--- config.mk ---
export PLATFORM = sky130hd
export DESIGN_NAME = radix_2_pipe
export DESIGN_NICKNAME = d
export VERILOG_FILES = /design/src/rtl/radix_2_pipe.sv
export SDC_FILE = /design/constraint.sdc
export NUM_CORES = 2
export LEC_CHECK = 0
export ABC_CLOCK_PERIOD_IN_PS = 29000
export CAP_MARGIN = 20
export CORE_ASPECT_RATIO = 1.1
export CORE_MARGIN = 2
export CORE_UTILIZATION = 65
export DETAILED_ROUTE_END_ITERATION = 8
export PLACE_DENSITY = 0.84
export SLEW_MARGIN = 10
export SYNTH_ARGS = -nofsm -noshare
export SYNTH_HDL_FRONTEND = slang
export SYNTH_SLANG_ARGS = --single-unit
--- constraint.sdc ---
create_clock -name clk -period 29 [get_ports clk]
set_clock_uncertainty 0.2 [all_clocks]
set_input_delay 5.8 -clock clk [delete_from_list [all_inputs] [get_ports clk]]
set_output_delay 5.8 -clock clk [all_outputs]
set_load 0.005 [all_outputs]
--- src/rtl/radix_2_pipe.sv ---
// radix_2_pipe: pipelined modular radix-2 butterfly for an NTT/INTT datapath.
//
// Per accepted sample (a = input_1, b = input_2, w = input_twiddle):
//   select = 0 (NTT, Cooley-Tukey):    output_1 = a + b*w,  output_2 = a - b*w      (mod Q)
//   select = 1 (INTT, Gentleman-Sande): output_1 = a + b,    output_2 = (a - b)*w    (mod Q)
//   select = 1 and half = 1: both INTT results are additionally multiplied by 2^-1 mod Q.
//
// Ports:
//   clk, rst                  rising-edge clock, synchronous active-high reset
//   in_valid / in_ready       upstream handshake; in_ready = ~(out_valid & ~out_ready)
//   input_1, input_2          coefficients a, b (< Q)
//   input_twiddle             twiddle w (< Q)
//   select, half, in_last     per-sample mode bits and sideband, travel with the sample
//   out_valid / out_ready     downstream handshake
//   output_1, output_2        butterfly results (< Q)
//   out_last                  in_last of the sample being presented
//
// Pipeline: input stage (INTT add/sub) -> MULT_STAGES multiplier stages -> output stage
// (reduction, NTT add/sub, optional halving). Latency MULT_STAGES + 2, all stages share a
// single advance enable so a stalled output freezes the whole pipe.
module radix_2_pipe #(
  parameter int unsigned width       = 16,
  parameter int unsigned Q           = 12289,
  parameter int unsigned MULT_STAGES = 2
) (
  input  logic             clk,
  input  logic             rst,
  input  logic             in_valid,
  output logic             in_ready,
  input  logic [width-1:0] input_1,
  input  logic [width-1:0] input_2,
  input  logic [width-1:0] input_twiddle,
  input  logic             select,
  input  logic             half,
  input  logic             in_last,
  output logic             out_valid,
  input  logic             out_ready,
  output logic [width-1:0] output_1,
  output logic [width-1:0] output_2,
  output logic             out_last
);

  localparam int unsigned PW   = 2 * width;
  localparam int unsigned LAST = MULT_STAGES - 1;
  localparam logic [width:0]  QE = (width + 1)'(Q);
  localparam logic [PW-1:0]   QP = PW'(Q);

  function automatic logic [width-1:0] mod_add(input logic [width-1:0] x,
                                               input logic [width-1:0] y);
    logic [width:0] s;
    s = {1'b0, x} + {1'b0, y};
    if (s >= QE) s = s - QE;
    return s[width-1:0];
  endfunction

  function automatic logic [width-1:0] mod_sub(input logic [width-1:0] x,
                                               input logic [width-1:0] y);
    logic [width:0] d;
    d = {1'b0, x} - {1'b0, y};
    // A borrow wraps the width+1 intermediate; adding Q restores the low bits exactly.
    if (x < y) d = d + QE;
    return d[width-1:0];
  endfunction

  // r * 2^-1 mod Q: odd r becomes even after adding the odd modulus.
  function automatic logic [width-1:0] mod_half(input logic [width-1:0] r);
    logic [width:0] t;
    t = r[0] ? ({1'b0, r} + QE) : {1'b0, r};
    t = t >> 1;
    return t[width-1:0];
  endfunction

  logic stall, adv;
  assign stall    = out_valid & ~out_ready;
  assign adv      = ~stall;
  assign in_ready = ~stall;

  // Input stage: for INTT the add/sub happens before the multiplier so that the
  // multiplier operand is b (NTT) or a-b (INTT), and the bypass term is a or a+b.
  logic             s0_valid_q;
  logic [width-1:0] s0_x_q, s0_w_q, s0_p_q;
  logic             s0_sel_q, s0_half_q, s0_last_q;
  logic [width-1:0] s0_x_d, s0_p_d;

  always_comb begin
    s0_x_d = input_2;
    s0_p_d = input_1;
    if (select) begin
      s0_x_d = mod_sub(input_1, input_2);
      s0_p_d = mod_add(input_1, input_2);
    end
  end

  // Multiplier stages: product registered on entry, then delayed; the bypass term and
  // mode bits ride alongside to keep the pipe balanced.
  logic             m_valid_q [MULT_STAGES];
  logic [PW-1:0]    m_prod_q  [MULT_STAGES];
  logic [width-1:0] m_p_q     [MULT_STAGES];
  logic             m_sel_q   [MULT_STAGES];
  logic             m_half_q  [MULT_STAGES];
  logic             m_last_q  [MULT_STAGES];
  logic [PW-1:0]    prod;

  assign prod = {{width{1'b0}}, s0_x_q} * {{width{1'b0}}, s0_w_q};

  // Output stage next-state.
  logic [width-1:0] m_red, p_last, r1_d, r2_d;

  always_comb begin
    m_red  = width'(m_prod_q[LAST] % QP);
    p_last = m_p_q[LAST];
    r1_d   = mod_add(p_last, m_red);
    r2_d   = mod_sub(p_last, m_red);
    if (m_sel_q[LAST]) begin
      r1_d = p_last;
      r2_d = m_red;
      if (m_half_q[LAST]) begin
        r1_d = mod_half(p_last);
        r2_d = mod_half(m_red);
      end
    end
  end

  logic             out_valid_q, out_last_q;
  logic [width-1:0] out1_q, out2_q;

  always_ff @(posedge clk) begin
    if (rst) begin
      s0_valid_q  <= 1'b0;
      s0_x_q      <= '0;
      s0_w_q      <= '0;
      s0_p_q      <= '0;
      s0_sel_q    <= 1'b0;
      s0_half_q   <= 1'b0;
      s0_last_q   <= 1'b0;
      for (int i = 0; i < MULT_STAGES; i++) begin
        m_valid_q[i] <= 1'b0;
        m_prod_q[i]  <= '0;
        m_p_q[i]     <= '0;
        m_sel_q[i]   <= 1'b0;
        m_half_q[i]  <= 1'b0;
        m_last_q[i]  <= 1'b0;
      end
      out_valid_q <= 1'b0;
      out1_q      <= '0;
      out2_q      <= '0;
      out_last_q  <= 1'b0;
    end else if (adv) begin
      // in_ready equals adv, so loading in_valid here is exactly the input transfer.
      s0_valid_q  <= in_valid;
      s0_x_q      <= s0_x_d;
      s0_w_q      <= input_twiddle;
      s0_p_q      <= s0_p_d;
      s0_sel_q    <= select;
      s0_half_q   <= half;
      s0_last_q   <= in_last;
      m_valid_q[0] <= s0_valid_q;
      m_prod_q[0]  <= prod;
      m_p_q[0]     <= s0_p_q;
      m_sel_q[0]   <= s0_sel_q;
      m_half_q[0]  <= s0_half_q;
      m_last_q[0]  <= s0_last_q;
      for (int i = 1; i < MULT_STAGES; i++) begin
        m_valid_q[i] <= m_valid_q[i-1];
        m_prod_q[i]  <= m_prod_q[i-1];
        m_p_q[i]     <= m_p_q[i-1];
        m_sel_q[i]   <= m_sel_q[i-1];
        m_half_q[i]  <= m_half_q[i-1];
        m_last_q[i]  <= m_last_q[i-1];
      end
      out_valid_q <= m_valid_q[LAST];
      out1_q      <= r1_d;
      out2_q      <= r2_d;
      out_last_q  <= m_last_q[LAST];
    end
  end

  assign out_valid = out_valid_q;
  assign output_1  = out1_q;
  assign output_2  = out2_q;
  assign out_last  = out_last_q;

endmodule

== Word-level counts from Yosys, hierarchy flattened ==
Memories as Yosys holds them, arrays and structs flattened. A register that Yosys moved wholly into a read port is not among the register bits.
Index checks and enable logic that the tools add are counted.
Storage, ports and cells
  register bits: 84
  bits in writable memories: 104
  output and inout bits: 35
  logic and storage cells: 77
  memories kept: 6
Memory list
  m_prod_q: words 2, width 32, rd ports 2, clocked after memory_dff 0, wr ports 2, RTL line 97  | logic [PW-1:0] m_prod_q [MULT_STAGES];
  m_p_q: words 2, width 16, rd ports 2, clocked after memory_dff 0, wr ports 2, RTL line 98  | logic [width-1:0] m_p_q [MULT_STAGES];
  m_half_q: words 2, width 1, rd ports 2, clocked after memory_dff 0, wr ports 2, RTL line 100  | logic m_half_q [MULT_STAGES];
  m_last_q: words 2, width 1, rd ports 2, clocked after memory_dff 1, wr ports 2, RTL line 101  | logic m_last_q [MULT_STAGES];
  m_sel_q: words 2, width 1, rd ports 2, clocked after memory_dff 0, wr ports 2, RTL line 99  | logic m_sel_q [MULT_STAGES];
  m_valid_q: words 2, width 1, rd ports 2, clocked after memory_dff 1, wr ports 2, RTL line 96  | logic m_valid_q [MULT_STAGES];
Cells by class
  $add $sub $neg: 10
  multiply operators: 1
  divide/modulo/power cells: 1
  order comparisons: 4
  mux-type cells: 29
  bitwise logic cells: 15
  reduce and logical (&&, ||, !) cells: 2
Operators with widths (count)
  $mux W16: 12
  $mux W32: 2
  $add A16 B14 Y17 const B: 2
  $add A16 B16 Y17: 2
  $ge A17 B14 Y1 const B: 2
  $mux W17: 2
  $add A16 B14 Y16 const B: 2
  $lt A16 B16 Y1: 2
  $mod A32 B14 Y32 const B: 1
  $mul A16 B16 Y32: 1
  $sub A16 B14 Y16 const B: 2
  $sub A16 B16 Y16: 2
  $mux W1: 13
  $or A1 B1 Y1: 12
  $logic_not A1 Y1: 2
  $not A1 Y1: 2
  $and A1 B1 Y1: 1

== Depth between registers and ports, before layout ==
  depth after elaboration: 6
  gate-level depth with buffers: 108

== Worst setup path after synthesis ==
Ideal clock, no wire load.
  path kind: register -> register
  start: mem m_prod_q[0][56] in the netlist's numbering
  end: reg out1_q[5] (netlist: output_1[5])
  library setup time: 70 ps
  arrival: 22238 ps
  required time: 28730 ps
  setup slack: 6491 ps
  stages on the path, launching flop included: 99
  path through: edfxtp_1 > or4_1 > clkbuf_1 > o32a_1 > buf_6 > a211o_1 > a211oi_2 > a211oi_1 > o21a_1 > or3_1 > buf_2 > o21ai_1 > mux2_2 > nor4_2 > nor4_1 > o32a_1 > and3_1 > buf_6 > [... 63 more ...] > o21bai_1 > a21oi_1 > o21bai_1 > a21oi_1 > o21bai_1 > xor2_1 > and2_1 > and3_1 > a2111oi_0 > and2_1 > clkbuf_1 > nor2_1 > nand3_1 > inv_1 > a21boi_0 > a211oi_1 > a311o_1 > a21oi_1
RTL lines
  start, declared: RTL line 97
  end signal, assigned: RTL line 172  | out1_q <= r1_d;
  end, declared: RTL line 125  | logic [width-1:0] out1_q, out2_q;

==> flow_metrics.py <==
metrics = {
    "sta": {
        "fin_ws_ns": 2.332,
        "setup_viol": 0,
        "tightest_slew_ns": 1.055,
        "rsz0062_at_grt": "false",
        "slew_violations": 0,
        "finalHoldViolations": 0,
        "fmax_ghz": 0.03750,
        "period_needed_ns": 26.67,
        "finalCritPeriodShare": 0.9196,
        "finalSetupTns_ns": 0,
        "relSlewSlack": 0.2968,
    },
    "grt": {
        "grt_antenna_before_repair": 1,
        "overflow": 0,
        "grt_pass1_wl_um": 125200,
        "grt_max_degree": 91,
        "grt.total_usage": 0.3286,
        "grt_pass1_vias": 25440,
    },
    "clock_tree": {
        "htree_levels": 4,
        "cts_tree": "built",
        "cts_max_path_buffers": 2,
        "clk_latency_ns": 0.47,
        "cts.sinks": 190,
        "path_clk_slew_ns": 0.08,
        "cts_resized": 0,
        "cts_buffers": 17,
        "clockRootBuffer": "clkbuf_16",
        "post-cts-setup-buffers": 0,
        "ctsHoldBuffers": 0,
    },
    "yosys": {
        "ys_dominant_reg_cell": "edfxtp_1",
        "synth_cell_type_count": 135,
        "ys_seq_elements": 190,
        "synth.most_common_cell": "nand2_1",
        "syn_inst": 3667,
        "yosys.area.top_type": "fa_1",
        "yosysTopAreaCellShare": 0.1348,
        "synthArstFlopShare": 0,
        "synthesis.nets": 4101,
        "ys_warn_count": 0,
        "netlist_area_um2": 29390,
        "synthTopCellsByCount": "nand2_1, inv_1, nor2_1",
        "syn_avg_cell_area_um2": 8.016,
        "seq_area_frac_synth": 0.1648,
        "synth_edf_count": 104,
        "synth_area_leaders": "fa_1, edfxtp_1, ha_1, dfxtp_1, nand2_1",
    },
    "layout": {
        "layout-area-overhead-vs-synth_pct": 5.789,
        "nNetsFinal": 4050,
        "drive_gt1_frac": 0.05539,
        "final_util": 0.6973,
        "final_cells": 4211,
        "fillCellCount": 3600,
    },
    "setup_path": {
        "path_class": "reg -> reg",
        "endpoint_kind": "flop",
        "worst-path-max-fanout": 16,
        "crit-reg2reg-launch": "m_prod_q[0][52]",
        "reg2reg_to": "output_1[5]",
        "crit_arrival_ns": 26.87,
        "critical_path.most_common_cell": "a21oi_1",
        "slowest_delay_ns": 0.74,
        "critical_path.slowest_cell": "or4_1",
        "ff2ff_setup_slack_ns": 2.33,
        "worstSetupStartpointType": "flop",
        "worstPathRequired_ns": 29.20,
        "reg2reg_depth": 88,
    },
    "floorplan": {
        "die_h_um": 227.0,
        "dieArea_um2": 46940,
        "die_w_um": 206.8,
        "num_rows": 81,
        "ios": 90,
        "start_util": 0.6592,
        "core_um2": 44590,
    },
    "place": {
        "dp_hpwl_um": 59070,
        "post-place-ws_ns": 1.619,
        "gp_congestion": 0.9630,
        "portBuffers": 89,
        "place_inst": 4177,
    },
    "drt": {
        "route.detailed.drc": 0,
        "routedWlPerCell_um": 18.10,
        "first_pass_iters": 5,
        "avgViaCountPerCell": 6.337,
        "ant_nets": 0,
        "finalWirelength_um": 76220,
        "first_iter_violations": 2457,
        "vias": 26680,
    },
    "min_path": {
        "whs_path_depth": 2,
        "holdCritPathClass": "reg -> reg",
        "hold_end": "output_2[9]",
        "min-delay-start": "output_2[9]",
    },
    "run_status": {
        "run_status": "finished, final reports clean",
    },
    "flow_run": {
        "maxCapViolations": 0,
    },
}
[how the worst max path moves through the flow]
stage	from	end	slack, ns	cells past startpoint
5_1_grt	m_prod_q[0][52]	output_1[5]	0.18	85
2_1_floorplan	m_prod_q[0][56]	output_1[5]	6.49	98
6_report	m_prod_q[0][52]	output_1[5]	2.33	88
4_1_cts	m_prod_q[0][52]	output_1[5]	1.58	85
3_3_place_gp	m_prod_q[0][52]	output_1[5]	2.45	85
3_5_place_dp	m_prod_q[0][52]	output_1[5]	1.62	85
[cells by family after synthesis]
| group | share of synthesized area |
|---|---|
| XOR/XNOR | 0.07832 |
| buffers and inverters | 0.06623 |
| multiplexers | 0.02605 |
| flip-flops | 0.1648 |
| AO/OA/AOI/OAI | 0.2087 |
| adder cells (fa/ha/maj) | 0.2133 |
| AND/OR/NAND/NOR | 0.2427 |
[cell usage in the layout, fill, tap and decap left out, types with 23 or more instances in the layout]
master / instances
fa_1: 198
ha_1: 181
nand2b_1: 26
or3_1: 37
nand4_1: 28
mux2i_1: 45
inv_1: 325
nor2b_1: 25
o21bai_1: 57
o21ai_1: 32
nand2_1: 438
o21a_1: 23
clkdlybuf4s50_1: 87
a31oi_1: 39
o211ai_1: 39
edfxtp_1: 104
xnor2_1: 176
nor3_1: 68
and2_1: 204
a211oi_1: 58
xor2_1: 84
dfxtp_1: 86
nor2_1: 301
a21o_1: 34
and3_1: 39
nand3_1: 91
o21ai_0: 86
nor4_1: 24
a21oi_1: 220
[routing by layer]
layer | vias up | global-route usage | wire (µm) | part of all wire
met5 | - | 0 | 0 | 0
met4 | 0 | 0.1332 | 2764 | 0.036
met3 | 180 | 0.04022 | 4948 | 0.065
met2 | 1010 | 0.5591 | 36660 | 0.48
met1 | 12800 | 0.4247 | 31850 | 0.42
li1 | 12690 | - | - | -
[sequential cells by signal (all words and copies together), names as in the netlist, 2 cells and up]
name / count
m_half_q: 2
m_valid_q: 2
s0_w_q: 16
output_1: 16
s0_p_q: 16
output_2: 16
m_p_q: 32
m_sel_q: 2
m_prod_q: 64
m_last_q: 2
s0_x_q: 16
[final cells by class]
class	count	area, µm²	share of cell area
antenna	1	2.502	0.00008047
clock buffer	19	432.9	0.01392
clock inverter	13	148.9	0.004788
inverter	331	1245	0.04004
multi-input combinational	2971	22690	0.7298
sequential	190	4845	0.1558
tap	581	726.9	0.02338
timing repair buffer	105	1001	0.03219
[critical path, delay by kind of cell, from the launching register on]
kind | cells | cell delay, ns
compound gates | 42 | 12.15
simple gates | 35 | 11.10
mux | 2 | 0.84
flops | 1 | 0.55
xor+xnor | 3 | 0.56
buf+inv | 3 | 0.33
fa+ha+maj | 3 | 0.82
[through the flow]
stage	hold WS, ns	area, µm²
after floorplan	0.2167	29390
after global placement	0.2272	30430
after detailed placement	0.2426	30430
after CTS	0.2520	31010
after global routing	0.2682	31090
final	0.2513	31100
Power is not shown: default switching activity piles up to over one toggle a cycle in this logic, so the estimate is an artifact.
